[src/rtl/vedic_mul32_seq.sv]
// 32x32 unsigned sequential multiplier built on a single 16x16 Vedic (Urdhva) core.
// The four half-products are issued over consecutive cycles and shift-accumulated into 64 bits.

module vedic_2bits (
  input  logic [1:0] i_a,
  input  logic [1:0] i_b,
  output logic [3:0] o_p
);
  logic w_x0;
  logic w_x1;
  logic w_hh;
  logic w_c;

  assign w_x0   = i_a[1] & i_b[0];
  assign w_x1   = i_a[0] & i_b[1];
  assign w_hh   = i_a[1] & i_b[1];
  assign w_c    = w_x0 & w_x1;
  assign o_p[0] = i_a[0] & i_b[0];
  assign o_p[1] = w_x0 ^ w_x1;
  assign o_p[2] = w_hh ^ w_c;
  assign o_p[3] = w_hh & w_c;
endmodule

module vedic_4bits (
  input  logic [3:0] i_a,
  input  logic [3:0] i_b,
  output logic [7:0] o_p
);
  logic [3:0] w_ll;
  logic [3:0] w_hl;
  logic [3:0] w_lh;
  logic [3:0] w_hh;
  logic [4:0] w_mid;

  vedic_2bits u_ll (.i_a(i_a[1:0]), .i_b(i_b[1:0]), .o_p(w_ll));
  vedic_2bits u_hl (.i_a(i_a[3:2]), .i_b(i_b[1:0]), .o_p(w_hl));
  vedic_2bits u_lh (.i_a(i_a[1:0]), .i_b(i_b[3:2]), .o_p(w_lh));
  vedic_2bits u_hh (.i_a(i_a[3:2]), .i_b(i_b[3:2]), .o_p(w_hh));

  assign w_mid = {1'b0, w_hl} + {1'b0, w_lh};
  assign o_p   = {w_hh, w_ll} + {1'b0, w_mid, 2'b00};
endmodule

module vedic_8bits (
  input  logic [7:0]  i_a,
  input  logic [7:0]  i_b,
  output logic [15:0] o_p
);
  logic [7:0] w_ll;
  logic [7:0] w_hl;
  logic [7:0] w_lh;
  logic [7:0] w_hh;
  logic [8:0] w_mid;

  vedic_4bits u_ll (.i_a(i_a[3:0]), .i_b(i_b[3:0]), .o_p(w_ll));
  vedic_4bits u_hl (.i_a(i_a[7:4]), .i_b(i_b[3:0]), .o_p(w_hl));
  vedic_4bits u_lh (.i_a(i_a[3:0]), .i_b(i_b[7:4]), .o_p(w_lh));
  vedic_4bits u_hh (.i_a(i_a[7:4]), .i_b(i_b[7:4]), .o_p(w_hh));

  assign w_mid = {1'b0, w_hl} + {1'b0, w_lh};
  assign o_p   = {w_hh, w_ll} + {3'b000, w_mid, 4'h0};
endmodule

module vedic_16bits (
  input  logic [15:0] i_a,
  input  logic [15:0] i_b,
  output logic [31:0] o_p
);
  logic [15:0] w_ll;
  logic [15:0] w_hl;
  logic [15:0] w_lh;
  logic [15:0] w_hh;
  logic [16:0] w_mid;

  vedic_8bits u_ll (.i_a(i_a[7:0]),  .i_b(i_b[7:0]),  .o_p(w_ll));
  vedic_8bits u_hl (.i_a(i_a[15:8]), .i_b(i_b[7:0]),  .o_p(w_hl));
  vedic_8bits u_lh (.i_a(i_a[7:0]),  .i_b(i_b[15:8]), .o_p(w_lh));
  vedic_8bits u_hh (.i_a(i_a[15:8]), .i_b(i_b[15:8]), .o_p(w_hh));

  assign w_mid = {1'b0, w_hl} + {1'b0, w_lh};
  assign o_p   = {w_hh, w_ll} + {7'd0, w_mid, 8'h00};
endmodule

module vedic_mul32_seq #(
  parameter logic PP_REG    = 1'b0,
  parameter logic ZERO_SKIP = 1'b1
) (
  input  logic        CLK,
  input  logic        RST,
  input  logic        IN_VALID,
  output logic        IN_READY,
  input  logic [31:0] A,
  input  logic [31:0] B,
  output logic        OUT_VALID,
  input  logic        OUT_READY,
  output logic [63:0] Q,
  output logic        BUSY
);
  typedef enum logic [1:0] {
    S_IDLE  = 2'd0,
    S_CALC  = 2'd1,
    S_DRAIN = 2'd2,
    S_DONE  = 2'd3
  } state_t;

  state_t      r_state;
  state_t      w_next_state;
  logic [1:0]  r_step;
  logic [31:0] r_a;
  logic [31:0] r_b;
  logic [63:0] r_acc;
  logic [63:0] r_q;
  logic [31:0] r_pp;
  logic [1:0]  r_pp_step;
  logic        r_pp_vld;
  logic        r_in_ready;
  logic        r_out_valid;
  logic        r_busy;
  logic        w_in_ready_nxt;
  logic        w_out_valid_nxt;
  logic        w_busy_nxt;
  logic [15:0] w_op_a;
  logic [15:0] w_op_b;
  logic [31:0] w_prod;
  logic [63:0] w_addend;
  logic [63:0] w_acc_sum;
  logic        w_zero_skip;

  // Step 1 and 2 both carry a 16-bit weight; step 3 carries 32.
  function automatic logic [63:0] shift_pp(input logic [31:0] p, input logic [1:0] step);
    logic [63:0] s;
    case (step)
      2'd0:    s = {32'd0, p};
      2'd1:    s = {16'd0, p, 16'd0};
      2'd2:    s = {16'd0, p, 16'd0};
      2'd3:    s = {p, 32'd0};
      default: s = 64'd0;
    endcase
    return s;
  endfunction

  assign w_op_a      = r_step[0] ? r_a[31:16] : r_a[15:0];
  assign w_op_b      = r_step[1] ? r_b[31:16] : r_b[15:0];
  assign w_zero_skip = ZERO_SKIP && ((r_a == 32'd0) || (r_b == 32'd0));

  vedic_16bits u_core (.i_a(w_op_a), .i_b(w_op_b), .o_p(w_prod));

  // Selects the term added to the accumulator this cycle.
  always_comb begin
    w_addend = 64'd0;
    if (PP_REG) begin
      if (r_pp_vld) begin
        w_addend = shift_pp(r_pp, r_pp_step);
      end else begin
        w_addend = 64'd0;
      end
    end else begin
      w_addend = shift_pp(w_prod, r_step);
    end
  end

  assign w_acc_sum = r_acc + w_addend;

  // State register and registered handshake/status flags.
  always_ff @(posedge CLK) begin
    if (RST) begin
      r_state     <= S_IDLE;
      r_in_ready  <= 1'b1;
      r_out_valid <= 1'b0;
      r_busy      <= 1'b0;
    end else begin
      r_state     <= w_next_state;
      r_in_ready  <= w_in_ready_nxt;
      r_out_valid <= w_out_valid_nxt;
      r_busy      <= w_busy_nxt;
    end
  end

  // Next-state logic.
  always_comb begin
    w_next_state = r_state;
    case (r_state)
      S_IDLE: begin
        if (IN_VALID) begin
          w_next_state = S_CALC;
        end else begin
          w_next_state = S_IDLE;
        end
      end
      S_CALC: begin
        if ((r_step == 2'd0) && w_zero_skip) begin
          w_next_state = S_DONE;
        end else if (r_step == 2'd3) begin
          w_next_state = PP_REG ? S_DRAIN : S_DONE;
        end else begin
          w_next_state = S_CALC;
        end
      end
      S_DRAIN: w_next_state = S_DONE;
      S_DONE: begin
        if (OUT_READY) begin
          w_next_state = S_IDLE;
        end else begin
          w_next_state = S_DONE;
        end
      end
      default: w_next_state = S_IDLE;
    endcase
  end

  // Flag values for the state being entered, so the ports come straight from flops.
  always_comb begin
    w_in_ready_nxt  = 1'b0;
    w_out_valid_nxt = 1'b0;
    w_busy_nxt      = 1'b0;
    case (w_next_state)
      S_IDLE: w_in_ready_nxt = 1'b1;
      S_CALC: w_busy_nxt = 1'b1;
      S_DRAIN: w_busy_nxt = 1'b1;
      S_DONE: begin
        w_out_valid_nxt = 1'b1;
        w_busy_nxt      = 1'b1;
      end
      default: w_in_ready_nxt = 1'b1;
    endcase
  end

  // Operand capture, partial-product pipeline and accumulation.
  always_ff @(posedge CLK) begin
    if (RST) begin
      r_step    <= 2'd0;
      r_a       <= 32'd0;
      r_b       <= 32'd0;
      r_acc     <= 64'd0;
      r_q       <= 64'd0;
      r_pp      <= 32'd0;
      r_pp_step <= 2'd0;
      r_pp_vld  <= 1'b0;
    end else begin
      case (r_state)
        S_IDLE: begin
          if (IN_VALID) begin
            r_a      <= A;
            r_b      <= B;
            r_acc    <= 64'd0;
            r_step   <= 2'd0;
            r_pp_vld <= 1'b0;
          end else begin
            r_step <= 2'd0;
          end
        end
        S_CALC: begin
          if ((r_step == 2'd0) && w_zero_skip) begin
            r_q    <= 64'd0;
            r_acc  <= 64'd0;
            r_step <= 2'd0;
          end else if (PP_REG) begin
            r_pp      <= w_prod;
            r_pp_step <= r_step;
            r_pp_vld  <= 1'b1;
            r_acc     <= w_acc_sum;
            r_step    <= r_step + 2'd1;
          end else begin
            r_acc  <= w_acc_sum;
            r_step <= r_step + 2'd1;
            if (r_step == 2'd3) begin
              r_q <= w_acc_sum;
            end else begin
              r_q <= r_q;
            end
          end
        end
        S_DRAIN: begin
          r_acc    <= w_acc_sum;
          r_q      <= w_acc_sum;
          r_pp_vld <= 1'b0;
        end
        S_DONE: r_step <= 2'd0;
        default: r_step <= 2'd0;
      endcase
    end
  end

  assign IN_READY  = r_in_ready;
  assign OUT_VALID = r_out_valid;
  assign BUSY      = r_busy;
  assign Q         = r_q;
endmodule
[config.mk]
export PLATFORM = sky130hd
export DESIGN_NAME = vedic_mul32_seq
export DESIGN_NICKNAME = d
export VERILOG_FILES = /design/src/rtl/vedic_mul32_seq.sv
export SDC_FILE = /design/constraint.sdc
export NUM_CORES = 1
export LEC_CHECK = 0
export ABC_CLOCK_PERIOD_IN_PS = 18700
export CORE_ASPECT_RATIO = 1.25
export CORE_UTILIZATION = 42
export CTS_CLUSTER_SIZE = 10
export DETAILED_ROUTE_END_ITERATION = 8
export HOLD_SLACK_MARGIN = 0.15
export SYNTH_ARGS = -nofsm -noshare
export SYNTH_HDL_FRONTEND = slang
export SYNTH_SLANG_ARGS = --single-unit
[constraint.sdc]
create_clock -name CLK -period 18.7 [get_ports CLK]
set_input_delay 3.74 -clock CLK [delete_from_list [all_inputs] [get_ports CLK]]
set_output_delay 3.74 -clock CLK [all_outputs]
set_load 0.02 [all_outputs]
==> metrics.txt, run 1 <==
Critical Path Sink Type=flop; Critical Path RT=19.06 ns; syn_nets=3462; cts bufs inserted=17; Async SR Flop Fraction=0%; Hold Violations, Final=0; xor/xnor share of the synthesized area=9.49%; initial antenna violation count=0; Die Footprint=55000 µm²; Avg Inst Size Synth=7.81 µm²; Chip Height=262 µm; gp weighted congestion=0.964; post-synthesis compound-gate area fraction=22.1%; post-layout net count=3543; starting density of the core=42.8%; Final Routed Wirelength=70.2 mm; root buffer cell=clkbuf_16; Initial DRC Count=1076; CTS tree=done; crit path DAT=11.66 ns; post-synthesis mux area share=1.45%; largest net degree at the start of global routing=86; kind of critical path=flop to flop; # resized after CTS=0; max_slew headroom=18.2%; outcome=finished clean; EDFF count, synth=0; worst slew pin tran=1.22 ns; post-synthesis sequential area ratio=17.5%; area fraction in and, or, nand and nor cells after synthesis=16.4%; area of the core=53000 µm²; routed wire length per instance=18.9 µm; CP startpoint kind=flop; port bufs=134; post-CTS setup buffers=0; Skew-Pair Late Insertion Delay=0.46 ns; Congestion Overflow GR=0; hold depth=2; chip width=210 µm; drt pass-1 iters=7; clk buf depth=2; synthesis-to-finish area growth=12.3%; Tot Pwr=1.15 mW; fraction of the cycle the final worst path needs=60.4%; DP HPWL=56.6 mm; # DRC=0; clock period minus final worst setup slack=11.30 ns; clk slew on worst S/H paths=0.08 ns; Via density=5.60; Most used DFF post-synth=dfxtp_1; Static Leak=12.7 nW; Total GRT Usage=25.6%; H-tree levels=4; Yosys cell types=66; # clock sinks=199; Warnings, synthesis=0; routed vias=20859; largest family of logic cells by synthesized area=adder cells; layout cell share with drive strength beyond 1=3.43%; pwr dens=45.0 nW/µm²; Post-Syn Instances=2908; Adder-Cell Fraction of Synth Area=28.2%; FF-to-FF path depth=41; flops & latches, synth=199; ANT cells=0; pins over their slew limit=0; I/O Pins=135; number of global-route vias before repair=20814; Worst path slowest cell=dfxtp_1; Slowest Stage Delay on Critical Path=1.03 ns; FILL cells=5274; post-route cell area=25500 µm²; first-pass GRT wire length=110 mm; setup repair after global routing missed its margin=false; Antenna Nets Post-Route=0; Hold Path Class=flop to flop; setup_tns=0 ns; area post-placement=24900 µm²; maximum achievable frequency=0.0885 GHz; VDD IR-drop max=0.0479 mV; crit path max fanout=19; Final setup viols=0; Cell Area, Synth=22700 µm²; clock skew=0.0176 ns; Max-cap violations=0; FP Rows=94; hold buffer count at CTS=0
==> sequential cells by signal (all words and copies together), names as in the netlist <==
signal and cells:
BUSY 1, IN_READY 1, r_a 32, r_state 2, Q 64, r_step 2, r_b 32, OUT_VALID 1
r_acc 64
==> critical path, delay by kind of cell, from the launching register on <==
kind,cells,cell delay (ns)
AO/OA/AOI/OAI,21,5.02
adder cells (fa/ha/maj),7,2.43
AND/OR/NAND/NOR,9,1.68
flip-flops,1,1.03
multiplexers,1,0.45
XOR/XNOR,2,0.33
buffers and inverters,1,0.28
==> report_power, final <==
group | total, mW | leakage (nW) | switching, mW | internal, mW
combinational | 0.314 | 10.8 | 0.204 | 0.110
clock | 0.388 | 0.297 | 0.202 | 0.186
sequential | 0.445 | 1.61 | 0.0105 | 0.435
total | 1.15 | 12.7 | 0.416 | 0.730
==> per-layer routing <==
layer / GRT usage [%] / up-vias / part of all wire, %
li1: - / 10364 / -
met1: 30.1 / 9931 / 42
met2: 47.8 / 451 / 51
met3: 1.59 / 113 / 3.1
met4: 10.9 / 0 / 4.0
met5: 0 / - / 0
==> synthesized netlist by cell type, types with 3 or more instances <==
library cell / number / area [µm²]
ha_1: 443 / 5540
nor2_1: 422 / 1580
a21oi_1: 305 / 1530
nand2_1: 254 / 953
dfxtp_1: 199 / 3980
xnor2_1: 183 / 1600
inv_1: 170 / 638
a21o_1: 120 / 901
clkbuf_1: 114 / 428
o21ai_0: 72 / 360
o21bai_1: 70 / 526
xor2_1: 63 / 552
a22oi_1: 49 / 368
fa_1: 43 / 861
a22o_1: 40 / 350
mux2i_1: 33 / 330
nand3_1: 32 / 160
nor2b_1: 27 / 169
nand4_1: 26 / 163
and2_1: 24 / 150
nor4_1: 20 / 125
nor3_1: 19 / 95.1
o21ai_1: 19 / 95.1
nand2b_1: 15 / 93.8
a211oi_1: 12 / 90.1
a31oi_1: 9 / 56.3
o211ai_1: 9 / 67.6
o21a_1: 9 / 67.6
o22ai_1: 9 / 56.3
or3_1: 9 / 56.3
a32oi_1: 8 / 70.1
and3_1: 7 / 43.8
buf_1: 7 / 26.3
o31ai_1: 7 / 52.6
a32o_1: 6 / 60.1
a221oi_1: 4 / 35.0
or2_2: 4 / 25.0
a41oi_1: 3 / 26.3
nor3b_1: 3 / 22.5
or4_1: 3 / 22.5
==> layout by cell type (no fill, tap or decap), types with 31 or more instances in the layout <==
cell and n:
o21ai_0 72, ha_1 443, o21bai_1 70, a21o_1 120, a22o_1 40, nand3_1 32
buf_4 50, nand2_1 253, a21oi_1 304, fa_1 43, nor2_1 421, a22oi_1 49
inv_1 170, xnor2_1 183, xor2_1 63, mux2i_1 31, clkdlybuf4s50_1 133, dfxtp_1 199
==> through the flow <==
step / hold WS, ns / util (%) / setup slack [ns] / std cells
after floorplan: 0.432 / - / 8.76 / 2908
after global placement: 0.441 / 46.9 / 7.46 / 3690
after detailed placement: 0.443 / 46.9 / 7.35 / 3690
after CTS: 0.455 / 48.1 / 7.33 / 3722
after global routing: 0.484 / 48.1 / 6.42 / 3722
final: 0.454 / 48.1 / 7.40 / 3722
==> cells by family after synthesis <==
kind of cell / count (synthesis)
multiplexers: 33
AO/OA/AOI/OAI: 780
adder cells (fa/ha/maj): 486
flip-flops: 199
buffers and inverters: 291
AND/OR/NAND/NOR: 873
XOR/XNOR: 246
==> cell type report <==
class / instances / area, µm² / share of cell area, %
clock buffers: 18 / 439 / 1.72
multi-input cells: 2418 / 17700 / 69.3
repair buffers: 183 / 1710 / 6.69
flip-flops and latches: 199 / 3980 / 15.6
well taps: 720 / 901 / 3.53
clock inverters: 14 / 173 / 0.677
inverters: 170 / 638 / 2.50
==> path summary, 6_finish.rpt <==
check,startpoint,end,slack [ns]
max reg2reg,r_step[1],Q[51],7.40
min reg2reg,Q[15],Q[15],0.45
max,r_step[1],Q[51],7.40
min,Q[15],Q[15],0.45
No activity file was read; power rests on OpenSTA's default activity.
==> inputs of run 2 (changes only) <==
Settings changed: ABC_CLOCK_PERIOD_IN_PS 18700 to 10200.
Clock period 18.7 ns to 10.2 ns, I/O delays scaled along.
==> metrics.txt, run 2 (synthesized netlist as in run 1, its figures left out) <==
commonest cells after routing, fill and taps aside=432 x ha_1, 418 x nor2_1, 289 x a21oi_1; Via density=5.64; # clock sinks=199; kind of critical path=flop to flop; routed wire length per instance=19.6 µm; Max-cap violations=0; Worst path top cell family by delay=compound AO/OA/AOI/OAI gates; Die Footprint=55000 µm²; clk slew on worst S/H paths=0.08 ns; area of the core=53000 µm²; crit path DAT=10.16 ns; setup_tns=0 ns; chip width=210 µm; DP HPWL=59.6 mm; max_slew headroom=26.0%; Congestion Overflow GR=0; CP startpoint kind=flop; ANT cells=0; fin util=49.8%; maximum achievable frequency=0.102 GHz; post-layout net count=3590; pins over their slew limit=0; gp weighted congestion=0.969; Initial DRC Count=1206; routed vias=21270; commonest non-fill, non-tap cell in the layout=ha_1; Total GRT Usage=26.9%; clock period minus final worst setup slack=9.77 ns; root buffer cell=clkbuf_16; Slowest Stage Delay on Critical Path=0.59 ns; Worst Setup Slack, final=0.427 ns; Skew-Pair Late Insertion Delay=0.51 ns; Critical Path Sink Type=flop; Most Frequent Cell on Critical Path=ha_1; outcome=finished clean; initial antenna violation count=1; Final Routed Wirelength=73.8 mm; largest net degree at the start of global routing=75; worst slew pin tran=1.11 ns; layout cell share with drive strength beyond 1=7.45%; Hold Path Class=flop to flop; VDD IR-drop max=0.106 mV; I/O Pins=135; first-pass GRT wire length=115 mm; clock skew=0.0231 ns; Final setup viols=0; final non-filler cell total=3769; FP Rows=94; Antenna Nets Post-Route=0; CTS tree=done; synthesis-to-finish area growth=16.4%; pwr dens=83.6 nW/µm²; Post-Place Cells=3721; CP Buf/Inv Count=7; post-route cell area=26400 µm²; Static Leak=13.0 nW; number of global-route vias before repair=21229; starting density of the core=42.8%; Post-Place Worst Slack=-0.287 ns; Worst path slowest cell=fa_1; Hold Violations, Final=0; crit path max fanout=9; drt pass-1 iters=5; Reg2Reg Setup Slack=0.43 ns; Critical Path RT=10.59 ns; fraction of the cycle the final worst path needs=95.8%; H-tree levels=4; Chip Height=262 µm; # DRC=0; clk buf depth=2; port bufs=134; cts bufs inserted=17; area post-placement=25200 µm²
==> run 2: changes by cell type in the layout (fill, tap and decap cells not counted), sizes merged <==
cell / change
bufinv: +3
clkbuf: +1
clkinv: -2
buf: +45
==> run 2: metrics by stage <==
stage               hold slack [ns]  total power, mW
global placement              0.442             1.42
detailed placement            0.446             1.42
floorplan                     0.432             1.19
finish                        0.452             2.21
CTS                           0.455             2.20
global route                  0.469             2.30
==> run 2: metal layers <==
layer  track usage, %  share of wire (%)  vias up
met2             49.9                 50      547
met1             31.2                 41    10119
met4             11.7                4.2        0
li1                 -                  -    10457
met3             2.78                3.9      147
met5                0                  0        -
==> run 2: area by class of cell <==
type,instances,area (µm²)
Multi-Input combinational cell,2418,18100
Clock inverter,15,225
Timing Repair Buffer,230,2180
Clock buffer,17,425
Sequential cell,199,3990
Tap cell,720,901
Inverter,170,638
Fill cell,5127,26600
==> run 2: final timing paths <==
kind	startpoint	end	depth (start not counted)
max	r_step[1]	r_acc[45]	45
min	Q[19]	Q[19]	2
max reg2reg	r_step[1]	r_acc[45]	45
min reg2reg	Q[19]	Q[19]	2
==> run 2: power breakdown <==
part / total (mW) / switching [mW] / internal, mW
Combinational: 0.612 / 0.387 / 0.225
Sequential: 0.822 / 0.0250 / 0.797
Clock: 0.774 / 0.373 / 0.401
Total: 2.21 / 0.785 / 1.42
==> run 2: tightest hold or removal path, cell delays in order (launching register included) <==
cell     delay (ns)
dfxtp_1        0.31
nand2_1        0.05
a21oi_1        0.05
==> run 2: repair_timing <==
| item | in CTS | in global routing |
|---|---|---|
| pin swaps | 1 | 13 |
| gates resized for setup | 3 | 96 |
| cloned | 0 | 2 |
| hold buffers | 0 | 0 |
| endpoints found under the setup margin | 18 | 64 |
| buffers inserted | 1 | 13 |
